==> src/rtl/piso_tx_if.sv <==
// Load handshake and serial output bundle for piso_tx.
// The master drives words in and watches the serial side; the slave is the transmitter.
interface piso_tx_if #(
  parameter int WIDTH = 4
);
  logic             load_valid;
  logic [WIDTH-1:0] data_in;
  logic             load_ready;
  logic             out;
  logic             out_valid;
  logic             done;

  modport master (
    output load_valid,
    output data_in,
    input  load_ready,
    input  out,
    input  out_valid,
    input  done
  );

  modport slave (
    input  load_valid,
    input  data_in,
    output load_ready,
    output out,
    output out_valid,
    output done
  );
endinterface

==> src/rtl/piso_tx.sv <==
// Parallel-in serial-out transmitter: accepts a word on a valid/ready load and
// streams it one bit per clock, reloading on the last bit so words run back to back.
module piso_tx #(
  parameter int WIDTH     = 4,
  parameter bit MSB_FIRST = 1'b1,
  parameter bit IDLE_LVL  = 1'b0
) (
  input  logic     clk,
  input  logic     rst,
  piso_tx_if.slave bus
);

  localparam int CW = (WIDTH > 1) ? $clog2(WIDTH) : 1;
  localparam logic [CW-1:0] LAST_CNT = CW'(WIDTH - 1);

  typedef enum logic {
    IDLE  = 1'b0,
    SHIFT = 1'b1
  } state_t;

  state_t           state;
  state_t           state_nx;
  logic [WIDTH-1:0] sr;
  logic [CW-1:0]    cnt;
  logic             last_bit;
  logic             accept;

  function automatic logic first_bit(input logic [WIDTH-1:0] v);
    return MSB_FIRST ? v[WIDTH-1] : v[0];
  endfunction

  // Move the next bit to the transmit end; the vacated position fills with 0.
  function automatic logic [WIDTH-1:0] shift_sr(input logic [WIDTH-1:0] v);
    return MSB_FIRST ? {v[WIDTH-2:0], 1'b0} : {1'b0, v[WIDTH-1:1]};
  endfunction

  assign last_bit = (state == SHIFT) && (cnt == LAST_CNT);

  always_comb begin
    state_nx       = state;
    bus.load_ready = (state == IDLE) || last_bit;
    accept         = bus.load_valid && bus.load_ready;
    case (state)
      IDLE:    if (accept) state_nx = SHIFT;
      SHIFT:   if (last_bit && !accept) state_nx = IDLE;
      default: state_nx = IDLE;
    endcase
  end

  always_ff @(posedge clk or negedge rst) begin
    if (!rst) begin
      state <= IDLE;
    end else begin
      state <= state_nx;
    end
  end

  always_ff @(posedge clk or negedge rst) begin
    if (!rst) begin
      sr            <= '0;
      cnt           <= '0;
      bus.out       <= IDLE_LVL;
      bus.out_valid <= 1'b0;
      bus.done      <= 1'b0;
    end else begin
      case (state)
        SHIFT: begin
          bus.out       <= first_bit(sr);
          bus.out_valid <= 1'b1;
          bus.done      <= last_bit;
          if (accept) begin
            sr  <= bus.data_in;
            cnt <= '0;
          end else begin
            sr  <= shift_sr(sr);
            cnt <= last_bit ? '0 : cnt + CW'(1);
          end
        end
        default: begin
          bus.out       <= IDLE_LVL;
          bus.out_valid <= 1'b0;
          bus.done      <= 1'b0;
          if (accept) begin
            sr  <= bus.data_in;
            cnt <= '0;
          end
        end
      endcase
    end
  end

endmodule

==> src/flat_wrapper.sv <==
// flat-port wrapper written by rule: the top's interface ports become plain ports
module piso_tx_flat 
#(
  parameter int WIDTH     = 4,
  parameter bit MSB_FIRST = 1'b1,
  parameter bit IDLE_LVL  = 1'b0
)
  (clk, rst, bus_load_valid, bus_data_in, bus_load_ready, bus_out, bus_out_valid, bus_done);
  piso_tx_if #(.WIDTH(WIDTH)) bus_i ();
  input  logic clk;
  input  logic rst;
  input wire logic [$bits(bus_i.load_valid)-1:0] bus_load_valid;
  input wire logic [$bits(bus_i.data_in)-1:0] bus_data_in;
  output wire logic [$bits(bus_i.load_ready)-1:0] bus_load_ready;
  output wire logic [$bits(bus_i.out)-1:0] bus_out;
  output wire logic [$bits(bus_i.out_valid)-1:0] bus_out_valid;
  output wire logic [$bits(bus_i.done)-1:0] bus_done;
  assign bus_i.load_valid = bus_load_valid;
  assign bus_i.data_in = bus_data_in;
  assign bus_load_ready = bus_i.load_ready;
  assign bus_out = bus_i.out;
  assign bus_out_valid = bus_i.out_valid;
  assign bus_done = bus_i.done;
  piso_tx #(.WIDTH(WIDTH), .MSB_FIRST(MSB_FIRST), .IDLE_LVL(IDLE_LVL)) u_core (.clk(clk), .rst(rst), .bus(bus_i));
endmodule
==> config.mk <==
export PLATFORM = sky130hd
export DESIGN_NAME = piso_tx_flat
export DESIGN_NICKNAME = d
export VERILOG_FILES = /design/src/rtl/piso_tx_if.sv /design/src/rtl/piso_tx.sv /design/src/flat_wrapper.sv
export SDC_FILE = /design/constraint.sdc
export NUM_CORES = 1
export LEC_CHECK = 0
export CAP_MARGIN = 20
export CORE_MARGIN = 4
export CORE_UTILIZATION = 30
export CTS_CLUSTER_DIAMETER = 30
export DETAILED_ROUTE_END_ITERATION = 12
export PLACE_DENSITY = 0.56
export SYNTH_ARGS = -nofsm -noshare
export SYNTH_HDL_FRONTEND = slang
export SYNTH_SLANG_ARGS = --single-unit
==> constraint.sdc <==
create_clock -name clk -period 1.4 [get_ports clk]
set_input_delay 0.28 -clock clk [delete_from_list [all_inputs] [get_ports clk]]
set_output_delay 0.28 -clock clk [all_outputs]
set_load 0.02 [all_outputs]
; Word level (Yosys, flattened, before mapping)
; Index checks and enable logic that the tools add are counted.
[totals]
reg_bits = 10
inputBits = 7
output_inout_bits = 4
[op_classes]
n_addsub = 1
n_eq_ne = 1
mux = 13
n_bitwise = 1
reduce_logical = 6
[ops]
columns = operator, count
row1 = $mux W4, 3
row2 = $mux W2, 4
row3 = $mux W1, 5
row4 = $logic_and A1 B1 Y1, 3
row5 = $add A2 B1 Y2 const B, 1
row6 = $eq A2 B2 Y1 const B, 1
row7 = $pmux W1 S2, 1
row8 = $reduce_bool A2 Y1, 1
row9 = $logic_not A1 Y1, 1
row10 = $logic_or A1 B1 Y1, 1
row11 = $not A1 Y1, 1

; Depth between registers and ports, before layout
; Gate-level depths: netlist of the first run.
[depth]
ltp_word = 8
ltp_mapped = 4

; Worst setup path after synthesis of the first run
; Ideal clock, no wire load.
[synth_timing]
path_type = register to register
start = register u_core.cnt[0]
end = register u_core.sr[1]
setup_time_ns = 0.123
arrival_time_ns = 1.137
t_required_ns = 1.277
slack_ns = 0.140
stages_incl_launch_ff = 5
path_buffers = 0
synth_period_minus_slack_ns = 1.260
cell_sequence = dfrtp_1 > ha_1 > nand2b_1 > a31oi_1 > nand2_1
[synth_via]
elab_chain_cells = 6
[synth_rtl]
columns = item, line_no
row1 = from (decl), piso_tx.sv:24  ; logic [CW-1:0] cnt;
row2 = from (signal assigned), piso_tx.sv:76  ; cnt <= last_bit ? '0 : cnt + CW'(1);
row3 = $eq A2 B2 Y1 (*), piso_tx.sv:37  ; assign last_bit = (state == SHIFT) && (cnt == LAST_CNT);
row4 = $logic_and A1 B1 Y1 (*), piso_tx.sv:37
row5 = $logic_or A1 B1 Y1 (*), piso_tx.sv:41  ; bus.load_ready = (state == IDLE) || last_bit;
row6 = net bus_load_ready, flat_wrapper.sv:14  ; output wire logic [$bits(bus_i.load_ready)-1:0] bus_load_ready;
row7 = $logic_and A1 B1 Y1 (*), piso_tx.sv:42  ; accept = bus.load_valid && bus.load_ready;
row8 = $mux W4, piso_tx.sv:71  ; if (accept) begin
row9 = $mux W4, piso_tx.sv:66  ; case (state)
row10 = to (signal assigned), piso_tx.sv:72  ; sr <= bus.data_in;
row11 = to (signal assigned), piso_tx.sv:75  ; sr <= shift_sr(sr);
row12 = to (signal assigned), piso_tx.sv:84  ; sr <= bus.data_in;
row13 = to (decl), piso_tx.sv:23  ; logic [WIDTH-1:0] sr;
; Mark *: on every way through the listed nets, which the timed path passes. The rest lies on a longest branch.
; A chain may end at the register's enable or synchronous reset.

; Final worst setup path of the first run
[layout_timing]
start = register u_core.cnt[0]
end = output bus_load_ready
[layout_via]
elab_chain_cells = 3
[layout_rtl]
columns = item, line_no
row1 = $eq A2 B2 Y1, piso_tx.sv:37
row2 = $logic_and A1 B1 Y1, piso_tx.sv:37
row3 = $logic_or A1 B1 Y1, piso_tx.sv:41
row4 = to (decl), flat_wrapper.sv:14
; Every way passes these cells.

==> results of run 1 <==
-- worst max path at each step --
stage                             start        endpoint  slack (ns)  cells past startpoint
final                     u_core.cnt[0]  bus_load_ready        0.02                      3
after CTS                 u_core.cnt[0]  bus_load_ready        0.01                      3
after detailed placement  u_core.cnt[0]  bus_load_ready       -0.15                      3
after floorplan           u_core.cnt[0]    u_core.sr[1]        0.14                      4
after global routing      u_core.cnt[0]  bus_load_ready       -0.03                      3
after global placement    u_core.cnt[0]  bus_load_ready       -0.14                      3
-- critical path: stages (launching register included) --
cell      delay (ns)
dfrtp_1         0.39
ha_2            0.18
nand2b_4        0.14
buf_6           0.13
-- repair_timing --
| action | 4_1_cts | 5_1_grt |
|---|---|---|
| hold buffers | 0 | 0 |
| pin swaps | 1 | 0 |
| cloned | 0 | 0 |
| resized for setup | 11 | 0 |
| endpoints found under the setup margin | 4 | 1 |
| buffers inserted | 0 | 1 |
-- cells in the final DEF, fill, tap and decap left out, drive strengths merged --
cell type,synthesis,final
o21ai,2,2
buf,2,8
nand2b,3,3
inv,2,2
mux2,2,2
nor3b,1,1
ha,1,1
and2,2,2
nor2,1,1
mux2i,2,2
a31oi,3,3
clkbuf,0,4
dfrtp,10,10
clkdlybuf4s50,0,6
dlygate4sd2,0,3
nand3,2,2
o22ai,2,2
nand2,4,4
-- cell usage after synthesis (2+ instances only) --
cell	count
nand2b_1	2
o22ai_1	2
mux2i_1	2
and2_1	2
nand2_1	4
mux2_4	2
dfrtp_1	10
inv_1	2
nand3_1	2
a31oi_1	3
-- logic make-up (layout without fill, tap and decap cells) --
group,after synthesis,in the layout
muxes,4,4
and+or+nand+nor,13,13
DFF,10,10
adders and majority gates,1,1
AOI/OAI and AO/OA,7,7
buffers and inverters,4,23
-- per-stage QoR --
step	TNS [ns]	cell area, um2	hold WS, ns	setup slack, ns	cells
6_report	0	646.9	0.3360	0.01969	73
5_1_grt	-0.02866	646.9	0.3709	-0.02866	73
4_1_cts	0	639.4	0.3483	0.01150	72
3_5_place_dp	-0.4164	595.6	0.4843	-0.1494	68
3_3_place_gp	-0.3182	595.6	0.4712	-0.1366	68
2_1_floorplan	0	447.9	-0.01559	0.1399	39
-- flip-flops by register name, summed over array words and instances (netlist names) --
| name | count |
|---|---|
| u_core.bus.out_valid | 1 |
| u_core.state | 1 |
| u_core.sr | 4 |
| u_core.cnt | 2 |
| u_core.bus.done | 1 |
| u_core.bus.out | 1 |
-- where the power goes --
| group | switching [mW] | internal (mW) | leakage [nW] |
|---|---|---|---|
| sequential | 0.0585 | 0.409 | 0.121 |
| combinational | 0.282 | 0.313 | 0.165 |
| clock | 0.0890 | 0.157 | 0.0210 |
-- area by class of cell --
cell class	instances	area [um2]
clock buffer	4	36.28
fill	136	703.2
inverter	2	7.507
multi-input combinational	25	183.9
sequential	10	250.2
tap	15	18.77
timing repair buffer	17	150.1
-- per-layer routing --
layer  vias up  wire, um  GRT usage (%)
li1        172         -              -
met4         0        10          6.630
met1       179       345          10.31
met2        15       490          18.68
met5         -         0              0
met3         2       102          5.469
==> flow_summary.json, run 1 <==
{
  "drc_errors": 0,
  "final_antenna_net_count": 0,
  "skew_ns": 0.001127,
  "viasPerCell": 5.041,
  "reg2reg_depth": 5,
  "rows": 13,
  "syn_avg_cell_area_um2": 11.49,
  "min_path_type": "primary input to asynchronous set/reset pin",
  "synth_top_area_share_pct": 55.87,
  "io_buffers": 10,
  "ys_seq_area_share_pct": 55.87,
  "cp.arrival_ns": 1.10,
  "setup_viol": 0,
  "rsz0062_at_grt": "yes",
  "antenna_found_initial": 0,
  "synth_edf_count": 0,
  "wl_per_cell_um": 13.00,
  "synth_compound_area_share_pct": 9.218,
  "drtIter0Drc": 8,
  "root_buffer": "clkbuf_4",
  "ys_ff_latch": 10,
  "yosys-top-cells-area": "dfrtp_1 56%, mux2_4 6.7%, mux2i_1 4.5%",
  "synth_top_area_cell": "dfrtp_1",
  "synth_mux_area_share_pct": 11.17,
  "r2r-end": "u_core.sr[1]",
  "clock_sinks": 10,
  "crit_type": "flop to output port",
  "cp_max_fo": 2,
  "grt_overflow": 0,
  "cts_buffers": 3,
  "finalPower_mw": 1.309,
  "max_cap_viol_count": 0,
  "ys_async_sr_fraction_pct": 100.0,
  "reg2reg_slack_ns": 0.17,
  "worst_pin_slew_ns": 0.4467,
  "cp-end-kind": "output port",
  "layout-drive-gt1-share_pct": 29.31,
  "clkTransAtPathRegs_ns": 0.06,
  "finalHoldViolCount": 0,
  "grt_usage_pct": 10.93,
  "power.leakage_nw": 0.3075,
  "dieWidth_um": 46.64,
  "grt_pass1_wl_mm": 1.559,
  "grt_pass1_vias": 370,
  "core_area_mm2": 0.001350,
  "synthAdderAreaFrac_pct": 2.793,
  "cts_buffer_depth": 2,
  "area_growth_pct": 44.41,
  "synth_top_family_by_area": "simple AND/OR/NAND/NOR gates",
  "syn_inst": 39,
  "nets": 67,
  "worstReg2RegStart": "u_core.cnt[0]",
  "wirelength_um": 949,
  "antennaDiodeCount": 0,
  "synth_top_flop_cell": "dfrtp_1",
  "die_y_um": 46.64,
  "clock_latency_ns": 0.25,
  "cp_data_required_time_ns": 1.12,
  "drv_slew": 0,
  "post-route-util_pct": 47.91,
  "layout_worst_path_cycle_share_pct": 98.59,
  "initial_core_util_pct": 33.18,
  "synthSimpleGateAreaFrac_pct": 15.64,
  "max-slew-margin-rel_pct": 70.13,
  "post-route-min-period_ns": 1.380,
  "dr.pass1.iters": 4,
  "syn-cell-area_um2": 447.9,
  "gp_congestion": 0.7370,
  "htreeDepth": 1,
  "syn_nets": 47,
  "num_vias": 368,
  "fmax_mhz": 724.5,
  "synth_cell_types": 18,
  "fp.dieArea_mm2": 0.002175,
  "dp_hpwl_um": 705.6,
  "synth_xor_xnor_area_share_pct": 0,
  "start_kind": "flop",
  "status": "finished clean",
  "ir_drop_mv": 0.8316,
  "ys_warn_count": 0,
  "grt_max_degree": 14,
  "io_pins": 11,
  "cts_tree": "built",
  "p_per_area_mw_per_mm2": 2024
}
(Power assumes the default switching activity.)
==> run 2, diff against run 1 <==
CTS_BUF_LIST = sky130_fd_sc_hd__clkbuf_8   (was unset)
==> run 2 against run 1 <==
Setup slack gained 0.027 ns; critical path depth is the same; wire length grew 1.9%; sequential power is essentially flat; non-clock buffer count is the same; sequential cell count is the same; clock power grew 43%.
==> flow_summary.json, run 2 (synthesis results as in run 1) <==
{
  "clock_sinks": 10,
  "dp_slack_ns": -0.1494,
  "antennaDiodeCount": 0,
  "core_area_mm2": 0.001350,
  "dr.pass1.iters": 4,
  "post-route-min-period_ns": 1.354,
  "clock_latency_ns": 0.23,
  "fp.dieArea_mm2": 0.002175,
  "layout_worst_path_cycle_share_pct": 96.69,
  "ir_drop_mv": 0.9808,
  "cp_slowest_cell": "dfrtp_1",
  "num_vias": 358,
  "max-slew-margin-rel_pct": 69.93,
  "critPathTopFamily": "flip-flops",
  "viasPerCell": 4.904,
  "wirelength_um": 967,
  "drtIter0Drc": 7,
  "placedInstanceArea_um2": 595.6,
  "wl_per_cell_um": 13.25,
  "crit_type": "flop to output port",
  "rsz0062_at_grt": "no",
  "drv_slew": 0,
  "power.leakage_nw": 0.3153,
  "grt_overflow": 0,
  "p_per_area_mw_per_mm2": 2129,
  "finalHoldViolCount": 0,
  "io_pins": 11,
  "grt_max_degree": 14,
  "min_path_type": "primary input to asynchronous set/reset pin",
  "path_buf_inv": 1,
  "critPathMaxStageDelay_ns": 0.39,
  "place_inst": 68,
  "drc_errors": 0,
  "top_register": "u_core.sr",
  "worst_pin_slew_ns": 0.4497,
  "cts_buffers": 3,
  "clkTransAtPathRegs_ns": 0.05,
  "cp_max_fo": 2,
  "cp-end-kind": "output port",
  "whs_ns": 0.3634,
  "finalNonFillerCells": 73,
  "final_cell_mix": "10 x dfrtp_1, 7 x buf_4, 6 x clkdlybuf4s50_1",
  "reg.largest.list": "u_core.sr (4), u_core.cnt (2)",
  "antenna_found_initial": 0,
  "final.setup.worst_slack_ns": 0.04630,
  "max_cap_viol_count": 0,
  "area_growth_pct": 48.60,
  "grt_pass1_wl_mm": 1.559,
  "start_kind": "flop",
  "root_buffer": "clkbuf_8",
  "grt_pass1_vias": 370,
  "dieWidth_um": 46.64,
  "rows": 13,
  "nFillCells": 134,
  "status": "finished clean",
  "reg2reg_slack_ns": 0.17,
  "setup_viol": 0,
  "nets": 67,
  "crit_chain": "ha_2, nand2b_4, buf_6",
  "initial_core_util_pct": 33.18,
  "io_buffers": 10,
  "cp.arrival_ns": 1.07,
  "cts_buffer_depth": 2,
  "cts_hold_buf": 0,
  "final_common_cell": "dfrtp_1",
  "skew_ns": 0.0004197,
  "htreeDepth": 1,
  "cts_tree": "built",
  "gp_congestion": 0.7370,
  "layout-drive-gt1-share_pct": 29.31,
  "final_cell_area_um2": 665.6,
  "die_y_um": 46.64,
  "largest_register_ffs": 4,
  "finalPower_mw": 1.417,
  "cp_data_required_time_ns": 1.12,
  "final_antenna_net_count": 0,
  "fmax_mhz": 738.7,
  "dp_hpwl_um": 705.6,
  "grt_usage_pct": 11.25
}
## run 2: stage by stage
stage          util (%)  setup TNS, ns
6_report          49.30              0
2_1_floorplan         -              0
3_5_place_dp      44.11        -0.4164
4_1_cts           48.75              0
3_3_place_gp      44.11        -0.3182
5_1_grt           49.30              0
## run 2: timing repair
item	4_1_cts	5_1_grt
setup buffers	0	1
gates resized for setup	11	0
pin swaps	0	1
endpoints found under the hold margin	0	0
setup endpoints to repair	4	1
## run 2: layout make-up
| cell class | instances | area [um2] | share of cell area [%] |
|---|---|---|---|
| Inverter | 2 | 7.507 | 1.128 |
| Clock buffer | 4 | 55.05 | 8.271 |
| Sequential cell | 10 | 250.2 | 37.59 |
| Multi-Input combinational cell | 25 | 183.9 | 27.63 |
| Tap cell | 15 | 18.77 | 2.820 |
| Timing Repair Buffer | 17 | 150.1 | 22.56 |
## run 2: path summary, 6_finish.rpt
kind | endpoint | depth (start not counted) | start
worst min register to register | u_core.bus.out | 1 | u_core.sr[3]
worst min-delay path | u_core.bus.out | 1 | rst
min in group clk | u_core.bus.out | 1 | u_core.sr[3]
worst max-delay path | bus_load_ready | 3 | u_core.cnt[0]
max in group asynchronous | u_core.sr[0] | 1 | rst
worst max register to register | u_core.sr[1] | 5 | u_core.cnt[0]
## run 2: power breakdown
group	leakage (nW)	total, mW	switching, mW	internal [mW]
Clock	0.0288	0.353	0.106	0.247
Sequential	0.121	0.469	0.0593	0.410
Combinational	0.165	0.595	0.282	0.313
## run 2: worst register-to-register path: stages, from the launching register on
cell      delay (ns)
dfrtp_1         0.39
ha_2            0.18
nand2b_4        0.14
buf_4           0.14
a31oi_1         0.17
nand2_1         0.08
## run 2: routing by layer
layer / routed length, um / vias to the layer above / GRT usage (%)
li1: - / 171 / -
met1: 346 / 174 / 10.31
met2: 517 / 11 / 18.96
met3: 91 / 2 / 5.469
met4: 10 / 0 / 8.287
met5: 0 / - / 0
==> run 3, diff against run 2 <==
CELL_PAD_IN_SITES_DETAIL_PLACEMENT = 1   (was unset)
CELL_PAD_IN_SITES_GLOBAL_PLACEMENT = 1   (was unset)
PLACE_DENSITY = 0.68   (was 0.56)
==> run 3 against run 2 <==
Utilization is 0.83 points lower; setup slack lost 0.019 ns; sequential cell count is the same; clock-buffer cell count did not move; sequential power about the same; register-to-register slack better by 0.04 ns; critical path type unchanged.
==> flow_summary.json, run 3 (synthesis results as in run 1) <==
{
  "grt_pass1_wl_mm": 1.580,
  "cp_max_fo": 2,
  "grt_usage_pct": 10.88,
  "cts_buffer_depth": 2,
  "reg.largest.list": "u_core.sr (4), u_core.cnt (2)",
  "max_cap_viol_count": 0,
  "final_cell_area_um2": 654.4,
  "pwr-share-seq_pct": 33.5,
  "clock_latency_ns": 0.23,
  "swShare_pct": 31.63,
  "intPower_mw": 0.9571,
  "dieWidth_um": 46.64,
  "area_growth_pct": 46.09,
  "final_common_cell": "dfrtp_1",
  "largest_register_ffs": 4,
  "skew_ns": 0.002357,
  "start_kind": "flop",
  "clock_sinks": 10,
  "ir_drop_mv": 1.262,
  "htreeDepth": 1,
  "clkTransAtPathRegs_ns": 0.05,
  "status": "finished clean",
  "dp_hpwl_um": 762.8,
  "final_antenna_net_count": 0,
  "cts_tree": "built",
  "num_vias": 345,
  "drtIter0Drc": 0,
  "power.leakage_nw": 0.3094,
  "critPathTopFamily": "flip-flops",
  "io_pins": 11,
  "cp.arrival_ns": 1.09,
  "cts_buffers": 3,
  "layout-drive-gt1-share_pct": 28.07,
  "nets": 66,
  "fp.dieArea_mm2": 0.002175,
  "antennaDiodeCount": 0,
  "drv_slew": 0,
  "wl_per_cell_um": 13.67,
  "viasPerCell": 4.792,
  "cp_data_required_time_ns": 1.12,
  "root_buffer": "clkbuf_8",
  "grt_max_degree": 14,
  "crit_chain": "ha_2, nand2b_4, buf_4",
  "final_cell_mix": "10 x dfrtp_1, 7 x buf_4, 6 x clkdlybuf4s50_1",
  "cp_slowest_cell": "dfrtp_1",
  "placedInstanceArea_um2": 588.1,
  "place_inst": 67,
  "initial_core_util_pct": 33.18,
  "cp-end-kind": "output port",
  "setup_viol": 0,
  "layout_worst_path_cycle_share_pct": 98.07,
  "critPathMaxStageDelay_ns": 0.39,
  "clkPwrFrac_pct": 25.3,
  "finalNonFillerCells": 72,
  "p_comb_share_pct": 41.2,
  "p_per_area_mw_per_mm2": 2139,
  "rows": 13,
  "fmax_mhz": 728.4,
  "wirelength_um": 984,
  "finalHoldViolCount": 0,
  "die_y_um": 46.64,
  "gp_congestion": 0.7531,
  "worst_pin_slew_ns": 0.4528,
  "crit_type": "flop to output port",
  "antenna_found_initial": 0,
  "io_buffers": 10,
  "cts_hold_buf": 0,
  "post-route-min-period_ns": 1.373,
  "path_buf_inv": 1,
  "core_area_mm2": 0.001350,
  "power_switching_mw": 0.4428,
  "top_register": "u_core.sr",
  "min_path_type": "primary input to asynchronous set/reset pin",
  "max-slew-margin-rel_pct": 69.72,
  "finalPower_mw": 1.400,
  "grt_overflow": 0,
  "dr.pass1.iters": 1,
  "drc_errors": 0,
  "grt_pass1_vias": 369,
  "nFillCells": 151
}
-- run 3: final timing paths --
check	start	endpoint	cells past startpoint	slack [ns]
setup / recovery	u_core.cnt[1]	bus_load_ready	3	0.03
setup reg to reg	u_core.cnt[1]	u_core.sr[1]	5	0.21
hold reg to reg	u_core.sr[3]	u_core.bus.out	1	0.51
min in group clk	u_core.sr[3]	u_core.bus.out	1	0.51
hold / removal	rst	u_core.sr[2]	1	0.36
max in group asynchronous	rst	u_core.state	1	0.72
-- run 3: metal layers --
layer | vias to the layer above | global-route usage [%] | part of all wire (%)
li1 | 168 | - | -
met1 | 166 | 12.06 | 42
met2 | 11 | 17.31 | 49
met3 | 0 | 6.641 | 8.8
met4 | 0 | 3.315 | 0
met5 | - | 0 | 0
-- run 3: repair_timing --
item,4_1_cts,5_1_grt
gates resized for setup,7,3
setup buffers,0,1
setup endpoints to repair,4,1
-- run 3: per-stage QoR --
| stage | setup TNS (ns) | worst slack [ns] | util (%) | hold slack [ns] |
|---|---|---|---|---|
| global route | -0.007034 | -0.007034 | 48.47 | 0.4022 |
| detailed placement | -0.6309 | -0.1985 | 43.56 | 0.5029 |
| CTS | -0.04047 | -0.04047 | 46.99 | 0.3796 |
| floorplan | 0 | 0.1399 | - | -0.01559 |
| finish | 0 | 0.02705 | 48.47 | 0.3641 |
| global placement | -0.4321 | -0.1500 | 43.56 | 0.4761 |
-- run 3: final cells by class --
type | instances | area, um2 | area share (%)
inverters | 2 | 7.507 | 1.147
repair buffers | 16 | 138.9 | 21.22
flip-flops and latches | 10 | 250.2 | 38.24
clock buffers | 4 | 55.05 | 8.413
well taps | 15 | 18.77 | 2.868
multi-input cells | 25 | 183.9 | 28.11
-- run 3: power by group through the flow --
stage          clock, mW  combinational, mW  sequential (mW)
2_1_floorplan          0              0.266            0.507
3_3_place_gp           0              0.539            0.462
3_5_place_dp           0              0.573            0.472
4_1_cts            0.366              0.533            0.466
5_1_grt            0.382              0.637            0.483
6_report           0.354              0.577            0.469
-- run 3: worst register-to-register path: stages, from the launching register on --
cell and delay [ns]:
dfrtp_1 0.39, ha_2 0.19, nand2b_4 0.14, buf_4 0.13
a31oi_1 0.16, nand2_1 0.07
==> RTL edit 1 (flow settings as in run 3) <==
`WIDTH` is set to 4 in 3 places; all go to 8.
--- a/src/rtl/piso_tx_if.sv
+++ b/src/rtl/piso_tx_if.sv
@@ -1,7 +1,7 @@
 // Load handshake and serial output bundle for piso_tx.
 // The master drives words in and watches the serial side; the slave is the transmitter.
 interface piso_tx_if #(
-  parameter int WIDTH = 4
+  parameter int WIDTH = 8
 );
   logic             load_valid;
   logic [WIDTH-1:0] data_in;
--- a/src/rtl/piso_tx.sv
+++ b/src/rtl/piso_tx.sv
@@ -1,7 +1,7 @@
 // Parallel-in serial-out transmitter: accepts a word on a valid/ready load and
 // streams it one bit per clock, reloading on the last bit so words run back to back.
 module piso_tx #(
-  parameter int WIDTH     = 4,
+  parameter int WIDTH     = 8,
   parameter bit MSB_FIRST = 1'b1,
   parameter bit IDLE_LVL  = 1'b0
 ) (
--- a/src/flat_wrapper.sv
+++ b/src/flat_wrapper.sv
@@ -1,7 +1,7 @@
 // flat-port wrapper written by rule: the top's interface ports become plain ports
 module piso_tx_flat 
 #(
-  parameter int WIDTH     = 4,
+  parameter int WIDTH     = 8,
   parameter bit MSB_FIRST = 1'b1,
   parameter bit IDLE_LVL  = 1'b0
 )
Ports: changed (resized bus_data_in); port bits go from 11 to 15. No check against the original RTL was run, so the function may have changed too.
==> RTL edit 1 against run 3 <==
The run now ends with setup timing left. Highest routed layer is now met4. Cell area up 60%. Critical path depth increased by 1. Setup slack got worse by 280 ps. Sequential share of layout area down 2.5 points. Via count is 70% higher. Power increased by 38%. Synthesized area rose by 54%. Sequential cell count grew 5. Wire length is 75% higher. Register-to-register slack worse by 350 ps.
==> RTL edit 1: results (changes against run 3) <==
* Largest net degree at the start of global routing at 17 (+3)
* DRT Wirelength at 1730 um (+75%)
* Met1 GRT Util at 0.148 (+0.0270)
* GRT Util Overall at 0.125 (+0.0158)
* CP arrival at 1370 ps (+280 ps)
* Synthesized net count at 79 (+68%)
* VDD IR max at 0.982 mV (-22%)
* Drt first pass iters at 3 (+2)
* Wire per inst at 14.5 um (+6.1%)
* Final Setup Violations at 9 (+9)
* Via/cell ratio at 4.92 (+2.6%)
* Outcome: finished, violations left
* Area post-placement at 906 um2 (+54%)
* Final setup margin at -250 ps (-277 ps)
* DR iter-0 viols at 14 (+14)
* Failing checks: setup timing
* Top routing layer in use: met4
* Slew @ Worst Pin at 236 ps (-217 ps)
* Total Nets Final at 105 (+59%)
* Wire length on met2 at 929 um (+92%)
* Gpl congestion at 0.666 (-12%)
* WL met1 at 708 um (+72%)
* Leakage at 0.454 nW (+47%)
* Met2 Use GR at 0.210 (+0.0373)
* WL met3 at 69 um (-21%)
* DP HPWL at 1170 um (+54%)
* Layout cells sized above 1 at 0.319 (+0.0380)
* Clock skew at 7.15 ps (+4.79 ps)
* Synth unique cells at 17 (-1)
* Placement Setup Slack at -420 ps (-222 ps)
RTL edit 1: cell count changes after synthesis, moves of 3 or more:
cell	before	now
a211oi_1	0	7
nor2b_1	0	7
o22ai_1	2	7
a31oi_1	3	0
dfrtp_1	10	15
nor2_1	1	9
RTL edit 1: final timing paths:
check / to / slack [ps] / start
worst max register to register: u_core.sr[2] / -140 / u_core.cnt[0]
worst min register to register: u_core.bus.out / 490 / u_core.sr[7]
min in group clk: u_core.bus.out / 490 / u_core.sr[7]
max in group asynchronous: u_core.sr[0] / 880 / rst
worst min-delay path: u_core.sr[7] / 340 / rst
worst max-delay path: bus_load_ready / -250 / u_core.cnt[0]
RTL edit 1: kinds of logic after synthesis:
kind of cell,share of synthesized area
buf+inv,0.0253
flops,0.542
mux,0.0145
compound gates,0.197
fa+ha+maj,0.0362
simple gates,0.184
RTL edit 1: through the flow:
stage	hold WS (ps)	power, mW
global placement	470	1.40
CTS	343	1.90
finish	338	1.93
detailed placement	474	1.44
floorplan	-15.6	1.16
global route	365	2.11
RTL edit 1: report_power, final:
part / internal (mW) / switching [mW] / total (mW)
Combinational: 0.462 / 0.395 / 0.857
Sequential: 0.617 / 0.0975 / 0.715
Clock: 0.198 / 0.165 / 0.362
RTL edit 1: repair_timing:
action,4_1_cts,5_1_grt
setup buffers,0,3
pin swaps,2,9
endpoints found under the setup margin,11,8
endpoints found under the hold margin,0,0
resized for setup,20,5
RTL edit 1: cell type report:
class / count / area share
well taps: 28 / 0.0334
flip-flops and latches: 15 / 0.358
multi-input cells: 48 / 0.355
clock inverters: 1 / 0.00477
clock buffers: 3 / 0.0393
repair buffers: 24 / 0.210
RTL edit 1: critical path, stage by stage (launching register included):
cell	delay [ps]
dfrtp_1	390
ha_2	200
ha_4	150
or2b_4	250
buf_6	130
==> RTL edit 2 (settings of run 3) <==
Without the edit above. Make the reset (`rst`) synchronous in 2 clocked blocks.
--- a/src/rtl/piso_tx.sv
+++ b/src/rtl/piso_tx.sv
@@ -47,7 +47,7 @@
     endcase
   end
 
-  always_ff @(posedge clk or negedge rst) begin
+  always_ff @(posedge clk) begin
     if (!rst) begin
       state <= IDLE;
     end else begin
@@ -55,7 +55,7 @@
     end
   end
 
-  always_ff @(posedge clk or negedge rst) begin
+  always_ff @(posedge clk) begin
     if (!rst) begin
       sr            <= '0;
       cnt           <= '0;
Check against the original RTL: differs if rst is asserted again (counterexample within 4 cycles, from zero or initial values and one cycle with rst low); with rst held inactive, the same outputs for 10 cycles.
==> RTL edit 2 against run 3 <==
Cell area fell by 5.2%. Via count fell by 2.0%. Wire length fell by 5.5%. Synthesized area fell by 13%. Sequential cell count did not move. Synthesized cell count fell by 10%. Setup slack got worse by 24 ps. Maximum frequency fell by 1.7%. Critical path type unchanged. Critical endpoint unchanged.
Power is not compared: it rests on default switching activity, and its combinational part moved more than twofold at a synthesized area within 25%.
==> RTL edit 2: results (changes against run 3) <==
* Outcome: finished clean
* Crit-path max cell delay at 350 ps (-40 ps)
* Count of cells resized by post-cts repair at 13 (+6)
* Area post-placement at 552 um2 (-6.2%)
* Reg-to-Reg End: u_core.sr[0]
* Clock skew at 4.11 ps (+1.76 ps)
* Number of fill cells in the layout at 128 (-15%)
* Worst R2R Start: u_core.cnt[0]
* CP arrival at 1120 ps (+30 ps)
* WL met1 at 436 um (+5.8%)
* Clock power share at 0.408
* Worst r2r path cells at 6 (+1)
* GRT Util Overall at 0.125 (+0.0166)
* DR vias at 338 (-2.0%)
* HP Class: reg -> reg
* Wire per inst at 13.3 um (-2.8%)
* Layout cells sized above 1 at 0.375 (+0.0943)
* Largest net degree at the start of global routing at 11 (-3)
* Met3 usage at 0.0488 (-0.0176)
* Max frequency at 0.716 GHz (-1.7%)
* H-tree Lvls at 1 (unchanged)
* Top post-synthesis cells by count: dfxtp_1 (10), mux2i_1 (4), a21oi_1 (3), nor2b_1 (3), o21ai_0 (3)
* Synthesized net count at 43 (-8.5%)
* CP max stage cell: dfxtp_2
* Port bufs at 10 (unchanged)
* Reg2Reg Setup Slack at 160 ps (-50 ps)
* Clock transition at the registers of the reported paths at 50 ps (about the same)
* CP startpoint: u_core.cnt[0]
* Cells after DPL at 65 (-3.0%)
* Sequential area share after synthesis at 0.514 (-0.0442)
* Synth unique cells at 16 (-2)
* Vias in the first global route at 387 (+4.9%)
* Hold_sp: u_core.sr[3]
* Via/cell ratio at 4.83 (+0.77%)
* Wire length on met2 at 454 um (-6.2%)
* Syn_area_per_cell at 11.1 um2 (-3.2%)
* Drt first pass iters at 2 (+1)
* Final hold slack at 499 ps (+135 ps)
* Met2 Use GR at 0.201 (+0.0275)
* Clock net power at 0.287 mW
* Asr flop ratio synth at 0 (-1.00)
* DR iter-0 viols at 4 (+4)
* Met1 GRT Util at 0.148 (+0.0276)
* WL met3 at 39 um (-55%)
* Gpl congestion at 0.651 (-14%)
* Worst slew margin at 0.789 (+0.0923)
* First-pass GRT wire length at 1710 um (+8.3%)
* Placement Setup Slack at -293 ps (-94.5 ps)
* Leading post-synthesis cells by cell area: dfxtp_1 (51%), mux2i_1 (10%), a21boi_4 (4.8%)
-- RTL edit 2: cell types whose count changed after synthesis, sizes merged, moves of 3 or more --
cell    before  now
a21oi        0    3
a31oi        3    0
dfrtp       10    0
dfxtp        0   10
nand2        4    0
nand2b       3    0
nor2b        0    3
-- RTL edit 2: cell families after synthesis --
group           count (synthesis)  synth area share
simple gates                    9             0.154
fa+ha+maj                       1            0.0321
buf+inv                         1           0.00964
mux                             4             0.103
flops                          10             0.514
compound gates                 10             0.186
-- RTL edit 2: cell type report --
| class | instances | area, um2 | share of cell area |
|---|---|---|---|
| timing repair buffer | 18 | 158 | 0.254 |
| multi-input combinational | 24 | 198 | 0.319 |
| inverter | 1 | 3.75 | 0.00605 |
| clock buffer | 3 | 41.3 | 0.0665 |
| sequential | 10 | 203 | 0.327 |
| tap | 14 | 17.5 | 0.0282 |
